==> src/rtl/alu_mul_sequencer.sv <==
// -----------------------------------------------------------------------------
// alu_mul_sequencer
//
// Purpose:
//   Shift-and-add unsigned 8x8 multiplier. It uses no adder or shifter of its
//   own. Every arithmetic step is issued to a shared 16-bit ALU that sits
//   outside this block. The ALU result is combinational and comes back on
//   ALU_Out in the same cycle.
//
//   Each multiplier bit takes one pass through TEST -> [ADD] -> SHL -> SHR:
//     - TEST : decide whether this bit contributes a partial product.
//     - ADD  : P  <= P + MC          (FunSel 5'b10100)
//     - SHL  : MC <= MC << 1         (FunSel 5'b11011)
//     - SHR  : MP <= MP >> 1         (FunSel 5'b11100), count++
//   After ITER passes, DONE copies P into Product and pulses Done.
//
// Configuration:
//   ALU_MUL_EARLY_EXIT_EN -- when defined, TEST jumps straight to DONE once
//   the remaining multiplier is zero. The result is unchanged; only the
//   latency gets shorter.
//
// Parameters:
//   ITER        number of multiplier bits processed (1..8)
//
// Ports:
//   Clock       in   1   single clock, rising edge
//   Reset       in   1   synchronous, active-high
//   Start       in   1   multiply request, honoured only in IDLE
//   OpA         in   8   multiplicand (unsigned)
//   OpB         in   8   multiplier   (unsigned)
//   Busy        out  1   high in every state except IDLE
//   Done        out  1   high for the single DONE cycle
//   Product     out  16  result register, held until the next DONE
//   ALU_A       out  16  ALU operand A
//   ALU_B       out  16  ALU operand B
//   ALU_FunSel  out  5   ALU function select
//   ALU_WF      out  1   ALU write/flag enable
//   ALU_Out     in   16  combinational ALU result
// -----------------------------------------------------------------------------
module alu_mul_sequencer #(
   parameter int ITER = 8
) (
   input  logic        Clock,
   input  logic        Reset,
   input  logic        Start,
   input  logic [7:0]  OpA,
   input  logic [7:0]  OpB,
   output logic        Busy,
   output logic        Done,
   output logic [15:0] Product,
   output logic [15:0] ALU_A,
   output logic [15:0] ALU_B,
   output logic [4:0]  ALU_FunSel,
   output logic        ALU_WF,
   input  logic [15:0] ALU_Out
);

   // ALU function codes used by this sequencer
   localparam logic [4:0] FS_NOP = 5'b10000;
   localparam logic [4:0] FS_ADD = 5'b10100;
   localparam logic [4:0] FS_SHL = 5'b11011;
   localparam logic [4:0] FS_SHR = 5'b11100;

   // Iteration target narrowed to the counter width; ITER never exceeds 8
   localparam logic [3:0] ITER_LAST = 4'(ITER);

   typedef enum logic [2:0] {
      S_IDLE = 3'd0,
      S_TEST = 3'd1,
      S_ADD  = 3'd2,
      S_SHL  = 3'd3,
      S_SHR  = 3'd4,
      S_DONE = 3'd5
   } state_t;

   state_t      state_q,   state_d;
   logic [15:0] mc_q,      mc_d;       // multiplicand, shifted left each pass
   logic [15:0] mp_q,      mp_d;       // multiplier, shifted right each pass
   logic [15:0] p_q,       p_d;        // running partial product
   logic [3:0]  count_q,   count_d;    // completed passes
   logic [15:0] product_q, product_d;  // architecturally visible result

   // -------------------------------------------------------------------------
   // State and datapath registers
   // -------------------------------------------------------------------------
   always_ff @(posedge Clock) begin
      if (Reset) begin
         state_q   <= S_IDLE;
         mc_q      <= 16'h0000;
         mp_q      <= 16'h0000;
         p_q       <= 16'h0000;
         count_q   <= 4'd0;
         product_q <= 16'h0000;
      end else begin
         state_q   <= state_d;
         mc_q      <= mc_d;
         mp_q      <= mp_d;
         p_q       <= p_d;
         count_q   <= count_d;
         product_q <= product_d;
      end
   end

   // -------------------------------------------------------------------------
   // Next-state, datapath update and ALU command decode
   // -------------------------------------------------------------------------
   always_comb begin
      state_d    = state_q;
      mc_d       = mc_q;
      mp_d       = mp_q;
      p_d        = p_q;
      count_d    = count_q;
      product_d  = product_q;
      ALU_A      = 16'h0000;
      ALU_B      = 16'h0000;
      ALU_FunSel = FS_NOP;
      ALU_WF     = 1'b0;
      Busy       = 1'b1;
      Done       = 1'b0;

      case (state_q)
         S_IDLE: begin
            Busy = 1'b0;
            // Operands are sampled only here, so a change on OpA/OpB or a
            // held Start during the operation has no effect.
            if (Start) begin
               mc_d    = {8'h00, OpA};
               mp_d    = {8'h00, OpB};
               p_d     = 16'h0000;
               count_d = 4'd0;
               state_d = S_TEST;
            end
         end

         S_TEST: begin
`ifdef ALU_MUL_EARLY_EXIT_EN
            // No multiplier bits left means no more partial products, so
            // the remaining passes cannot change P.
            if (mp_q == 16'h0000) begin
               state_d = S_DONE;
            end else if (mp_q[0]) begin
               state_d = S_ADD;
            end else begin
               state_d = S_SHL;
            end
`else
            if (mp_q[0]) begin
               state_d = S_ADD;
            end else begin
               state_d = S_SHL;
            end
`endif
         end

         S_ADD: begin
            ALU_A      = p_q;
            ALU_B      = mc_q;
            ALU_FunSel = FS_ADD;
            ALU_WF     = 1'b1;
            p_d        = ALU_Out;
            state_d    = S_SHL;
         end

         S_SHL: begin
            ALU_A      = mc_q;
            ALU_FunSel = FS_SHL;
            ALU_WF     = 1'b1;
            mc_d       = ALU_Out;
            state_d    = S_SHR;
         end

         S_SHR: begin
            ALU_A      = mp_q;
            ALU_FunSel = FS_SHR;
            ALU_WF     = 1'b1;
            mp_d       = ALU_Out;
            count_d    = count_q + 4'd1;
            if (count_q + 4'd1 == ITER_LAST) begin
               state_d = S_DONE;
            end else begin
               state_d = S_TEST;
            end
         end

         S_DONE: begin
            // Start is deliberately ignored here. A request held across DONE
            // is taken in the following IDLE cycle.
            Done      = 1'b1;
            product_d = p_q;
            state_d   = S_IDLE;
         end

         default: begin
            Busy    = 1'b0;
            state_d = S_IDLE;
         end
      endcase
   end

   assign Product = product_q;

endmodule

==> config.mk <==
export PLATFORM = sky130hd
export DESIGN_NAME = alu_mul_sequencer
export DESIGN_NICKNAME = d
export VERILOG_FILES = /design/src/rtl/alu_mul_sequencer.sv
export SDC_FILE = /design/constraint.sdc
export NUM_CORES = 1
export LEC_CHECK = 0
export ABC_CLOCK_PERIOD_IN_PS = 1900
export BUFFER_PORTS_ARGS = -buffer_cell sky130_fd_sc_hd__clkbuf_2
export CORE_ASPECT_RATIO = 0.8
export CORE_MARGIN = 2
export CORE_UTILIZATION = 25
export CTS_CLUSTER_SIZE = 8
export DETAILED_ROUTE_END_ITERATION = 10
export PLACE_DENSITY = 0.45
export SYNTH_ARGS = -nofsm -noshare
export SYNTH_HDL_FRONTEND = slang
export SYNTH_SLANG_ARGS = --single-unit
==> constraint.sdc <==
create_clock -name Clock -period 1.9 [get_ports Clock]
set_input_delay 0.095 -clock Clock [delete_from_list [all_inputs] [get_ports Clock]]
set_output_delay 0.095 -clock Clock [all_outputs]
set_load 0.05 [all_outputs]
==> results of run 1 <==
cell usage in the layout (no fill, tap or decap), drive strengths merged, types with 4 or more instances in the layout:
| cell type | count |
|---|---|
| nor2 | 7 |
| a22oi | 16 |
| a21oi | 51 |
| a32o | 8 |
| nand2 | 75 |
| o32ai | 8 |
| or2 | 6 |
| and2 | 16 |
| clkinv | 4 |
| dfxtp | 71 |
| a211oi | 10 |
| buf | 60 |
| a221oi | 8 |
| clkbuf | 62 |
| inv | 10 |
| mux2i | 8 |
| o21ai | 43 |
per-stage QoR:
step           setup WS, ns  total power (uW)  std cells  hold slack [ns]  setup TNS [ns]
2_1_floorplan       -0.0497              2250        401            0.221         -0.0497
3_3_place_gp          0.209              2640        649            0.372               0
3_5_place_dp          0.134              2660        649            0.376               0
4_1_cts             0.00159              4360        665           0.0245               0
5_1_grt            -0.00640              4540        667           0.0374         -0.0134
6_report             0.0638              4350        667           0.0347               0
routing by layer:
layer | vias to the layer above | wire [microns] | track usage
met5 | - | 0 | 0
met4 | 0 | 236 | 0.0691
met1 | 1524 | 5250 | 0.209
met3 | 14 | 808 | 0.0530
li1 | 1601 | - | -
met2 | 128 | 5090 | 0.255
area by class of cell:
| type | count | area share |
|---|---|---|
| clock buffer | 10 | 0.0483 |
| clock inverter | 6 | 0.0121 |
| inverter | 11 | 0.00835 |
| multi-input combinational | 282 | 0.349 |
| sequential | 71 | 0.290 |
| tap | 175 | 0.0443 |
| timing repair buffer | 112 | 0.249 |
timing repair:
item | 4_1_cts | 5_1_grt
endpoints found under the setup margin | 37 | 33
gates resized for setup | 6 | 10
buffers inserted | 0 | 1
cloned | 0 | 1
worst max-delay path by stage:
| stage | end | cells after the start | slack [ns] | from |
|---|---|---|---|---|
| global placement | Busy | 5 | 0.21 | state_q[0] |
| CTS | ALU_A[11] | 5 | 0.002 | state_q[1] |
| detailed placement | mc_q[12] | 4 | 0.13 | state_q[0] |
| finish | ALU_B[2] | 5 | 0.06 | state_q[2] |
| global route | ALU_B[3] | 5 | -0.006 | state_q[2] |
| floorplan | ALU_A[11] | 6 | -0.05 | state_q[1] |
power by group:
part | switching [uW] | internal [uW] | total, uW
clock network | 633 | 1040 | 1680
logic | 575 | 410 | 986
registers | 99.5 | 1580 | 1680
total | 1310 | 3040 | 4350
critical path: stages (launching register included):
cell     delay [ns]
dfxtp_4        0.38
buf_4          0.19
nor3b_4        0.32
buf_12         0.19
and2_1         0.18
buf_12         0.15
cell usage after synthesis (all sizes together) (6+ instances only):
master / n / share of area
a21oi: 51 / 0.077
o32ai: 8 / 0.021
inv: 10 / 0.011
dfxtp: 71 / 0.43
buf: 16 / 0.030
a221oi: 8 / 0.036
a22oi: 16 / 0.036
and2: 16 / 0.030
nand2: 75 / 0.085
mux2i: 8 / 0.024
a211oi: 10 / 0.023
clkbuf: 21 / 0.024
nor2: 7 / 0.0079
a32o: 8 / 0.024
or2: 6 / 0.011
o21ai: 43 / 0.065
registers in the layout, indices dropped and copies added, names as in the netlist:
name,cells
count_q,4
state_q,3
mc_q,16
mp_q,16
p_q,16
Product,16
cell families (layout without fill, tap and decap cells):
kind of cell / count (synthesis) / count (layout) / synth area share
flops: 71 / 71 / 0.430
mux: 8 / 8 / 0.0242
compound gates: 151 / 151 / 0.299
xor+xnor: 2 / 2 / 0.00530
buf+inv: 48 / 139 / 0.0662
simple gates: 118 / 118 / 0.167
fa+ha+maj: 2 / 2 / 0.00756
other cells: 1 / 1 / 0.00113
==> impl_metrics.env, run 1 <==
export IMPL_ir_drop_mv=0.427
export IMPL_yosysWarnings=0
export IMPL_slew_headroom=0.354
export IMPL_seq_area_sq_um=1430
export IMPL_startpoint_type="flop"
export IMPL_numCtsBuffers=9
export IMPL_gp_congestion=0.850
export IMPL_p_per_area_nw_per_um2=879
export IMPL_tightest_slew_ns=0.966
export IMPL_finalCritPeriodShare=0.966
export IMPL_path_class="reg -> out"
export IMPL_dp_hpwl_microns=8460
export IMPL_hold_end="mp_q[8]"
export IMPL_reg2reg_from="state_q[2]"
export IMPL_die_height_microns=107
export IMPL_finish_utilization=0.384
export IMPL_grt_max_degree=28
export IMPL_ys_seq_elements=71
export IMPL_insertedDiodeCount=0
export IMPL_required_ns=1.80
export IMPL_hold_class="in -> reg"
export IMPL_routed_wl_microns=11400
export IMPL_nFillCells=1337
export IMPL_synthArstFlopShare=0
export IMPL_grt_pass1_wl_microns=18000
export IMPL_syn2layout_area_growth_pct=49.5
export IMPL_finClkSkew_ns=0.00446
export IMPL_drv_cap=0
export IMPL_synth_edf_count=0
export IMPL_drv_slew=0
export IMPL_finalNetCount=524
export IMPL_io_buffer_count=89
export IMPL_drc_errors=0
export IMPL_synth_distinct_cells=42
export IMPL_grt_pass1_vias=3277
export IMPL_rsz0062_at_grt="true"
export IMPL_r2r_end="mp_q[2]"
export IMPL_grt_overflow_total=0
export IMPL_multiInputGateArea_sq_um=1720
export IMPL_rrSetupSlack_ns=0.27
export IMPL_yosysSeqAreaShare=0.430
export IMPL_place_area_sq_um=4570
export IMPL_synthesis_nets=438
export IMPL_netlist_area_sq_um=3310
export IMPL_antenna_found_initial=0
export IMPL_hold_start="ALU_Out[8]"
export IMPL_fmax_mhz=545
export IMPL_worstPathMaxFanout=14
export IMPL_io_pins=91
export IMPL_cts_sinks=71
export IMPL_end_kind="primary output"
export IMPL_cts_root_buf="clkbuf_16"
export IMPL_hold_viol=0
export IMPL_fin_crit_ns=1.84
export IMPL_cts_path_max_buffers=2
export IMPL_worstPathArrival_ns=1.74
export IMPL_holdBufCountCts=0
export IMPL_synth_cells=401
export IMPL_drive_gt1_frac=0.329
export IMPL_vias=3267
export IMPL_dieArea_sq_um=14200
export IMPL_grtUsageTotal=0.164
export IMPL_row_count=37
export IMPL_core_area_sq_um=12900
export IMPL_status="finished, final reports clean"
export IMPL_dieWidth_microns=133
export IMPL_postRouteAntennaNets=0
export IMPL_drt_pre_antenna_iters=4
export IMPL_design_area_sq_um=4950
export IMPL_leakage_uw=0.00181
export IMPL_via_per_inst=4.90
export IMPL_first_iter_violations=193
export IMPL_cts_tree="done"
export IMPL_routedWlPerCell_microns=17.1
export IMPL_clk_latency_ns=0.33
export IMPL_synth_ff_type="dfxtp_1"
export IMPL_worst_r2r_cell_count=4
export IMPL_setup_viol=0
export IMPL_htreeDepth=3
export IMPL_syn_avg_cell_area_sq_um=8.25
export IMPL_hold_depth=3
export IMPL_start_util=0.257
export IMPL_clk_pin_slew_ns=0.06
Note: power is estimated with default switching activity, not from simulation.
==> run 2: changes to the inputs <==
--- a/config.mk
+++ b/config.mk
@@ -7,12 +7,14 @@
 export LEC_CHECK = 0
 export ABC_CLOCK_PERIOD_IN_PS = 1900
 export BUFFER_PORTS_ARGS = -buffer_cell sky130_fd_sc_hd__clkbuf_2
+export CELL_PAD_IN_SITES_DETAIL_PLACEMENT = 1
+export CELL_PAD_IN_SITES_GLOBAL_PLACEMENT = 1
 export CORE_ASPECT_RATIO = 0.8
 export CORE_MARGIN = 2
 export CORE_UTILIZATION = 25
 export CTS_CLUSTER_SIZE = 8
 export DETAILED_ROUTE_END_ITERATION = 10
-export PLACE_DENSITY = 0.45
+export PLACE_DENSITY = 0.57
 export SYNTH_ARGS = -nofsm -noshare
 export SYNTH_HDL_FRONTEND = slang
 export SYNTH_SLANG_ARGS = --single-unit
==> impl_metrics.env, run 2 (synthesized netlist as in run 1, its figures left out) <==
export IMPL_holdBufCountCts=0
export IMPL_rsz0062_at_grt="false"
export IMPL_p_sw_frac=0.289
export IMPL_io_pins=91
export IMPL_cp_num_buf_inv=2
export IMPL_drive_gt1_frac=0.323
export IMPL_end_kind="primary output"
export IMPL_leakage_uw=0.00181
export IMPL_postRouteAntennaNets=0
export IMPL_slew_headroom=0.391
export IMPL_path_class="reg -> out"
export IMPL_hold_class="in -> reg"
export IMPL_dieArea_sq_um=14200
export IMPL_setup_viol=0
export IMPL_combPwrFrac=0.209
export IMPL_antenna_found_initial=0
export IMPL_grtUsageTotal=0.168
export IMPL_fmax_mhz=556
export IMPL_routedWlPerCell_microns=17.7
export IMPL_drt_pre_antenna_iters=4
export IMPL_clk_pin_slew_ns=0.06
export IMPL_status="finished, final reports clean"
export IMPL_grt_overflow_total=0
export IMPL_fin_crit_ns=1.80
export IMPL_p_int_uw=3240
export IMPL_gp_congestion=0.806
export IMPL_insertedDiodeCount=0
export IMPL_path_cells="nor2b_1 > buf_4 > a22oi_1 > o21ai_2 > buf_12"
export IMPL_required_ns=1.80
export IMPL_drv_slew=0
export IMPL_mostFrequentLayoutCells="75 x nand2_1, 68 x dfxtp_1, 51 x a21oi_1, 50 x clkbuf_2, 39 x buf_12"
export IMPL_power_frac_seq=0.368
export IMPL_finish_utilization=0.384
export IMPL_drv_cap=0
export IMPL_worstPathMaxFanout=17
export IMPL_ir_drop_mv=0.456
export IMPL_tightest_slew_ns=0.911
export IMPL_clk_latency_ns=0.34
export IMPL_finClkSkew_ns=0.00604
export IMPL_syn2layout_area_growth_pct=49.2
export IMPL_p_sw_uw=1320
export IMPL_cts_root_buf="clkbuf_16"
export IMPL_tns_ns=0
export IMPL_first_iter_violations=128
export IMPL_cts_tree="done"
export IMPL_via_per_inst=4.95
export IMPL_htreeDepth=3
export IMPL_row_count=37
export IMPL_startpoint_type="flop"
export IMPL_worst_path_largest_cell_delay_ns=0.42
export IMPL_p_per_area_nw_per_um2=923
export IMPL_grt_max_degree=26
export IMPL_dieWidth_microns=133
export IMPL_cts_path_max_buffers=2
export IMPL_start_util=0.257
export IMPL_grt_pass1_wl_microns=18500
export IMPL_final_common_cell="nand2_1"
export IMPL_dp_hpwl_microns=8810
export IMPL_io_buffer_count=89
export IMPL_vias=3290
export IMPL_die_height_microns=107
export IMPL_worstPathArrival_ns=1.70
export IMPL_drc_errors=0
export IMPL_routed_wl_microns=11800
export IMPL_fin_total_pwr_uw=4550
export IMPL_finalCritPeriodShare=0.947
export IMPL_core_area_sq_um=12900
export IMPL_cts_sinks=71
export IMPL_numCtsBuffers=9
export IMPL_hold_viol=0
export IMPL_grt_pass1_vias=3411
export IMPL_crit_slowest_cell="dfxtp_4"
export IMPL_finalNetCount=521
export IMPL_cp_top_family="buffers and inverters"
export IMPL_p_clk_frac=0.423
## run 2: cell count changes in the layout (fill, tap and decap cells not counted), sizes merged
cell	before	now
bufinv	1	3
clkinvlp	2	0
clkbuf	62	60
buf	60	59
## run 2: what timing repair did
item | CTS | global route
endpoints found under the setup margin | 28 | 13
buffers inserted | 0 | 0
resized for setup | 3 | 8
pin swaps | 0 | 0
## run 2: cell type report
| class | count | area [sq um] |
|---|---|---|
| repair buffers | 109 | 1180 |
| fillers | 1540 | 7930 |
| multi-input cells | 282 | 1730 |
| inverters | 11 | 41.3 |
| clock inverters | 6 | 109 |
| flip-flops and latches | 71 | 1430 |
| clock buffers | 10 | 229 |
| well taps | 175 | 219 |
## run 2: power by group through the flow
stage,registers [uW],clock network (uW),logic [uW]
floorplan,1660,0,588
global placement,1700,0,936
detailed placement,1700,0,953
CTS,1670,1970,959
global route,1690,2030,1020
finish,1670,1930,954
## run 2: final timing paths
check,from,endpoint,slack [ns],cells past startpoint
worst max-delay path,state_q[1],ALU_A[7],0.10,5
worst min-delay path,ALU_Out[3],p_q[3],0.03,3
worst max register to register,state_q[0],mc_q[12],0.15,3
worst min register to register,Product[13],Product[13],0.45,2
## run 2: metrics by stage
stage	hold WS (ns)	cells	worst slack, ns	instance area [sq um]
floorplan	0.221	401	-0.0497	3340
global placement	0.380	648	0.137	4570
detailed placement	0.377	648	0.0674	4570
CTS	0.0256	664	0.0114	4910
global route	0.0395	664	0.0111	4940
finish	0.0273	664	0.102	4940
## run 2: routing by layer
metal	track usage	wire length [microns]
met4	0.0445	87
met1	0.206	5300
met5	0	0
met2	0.291	5760
met3	0.0459	602
## run 2: tightest hold or removal path, cell delays in order
cell and delay [ns]:
clkbuf_2 0.11, nand2_1 0.06, a21oi_1 0.05
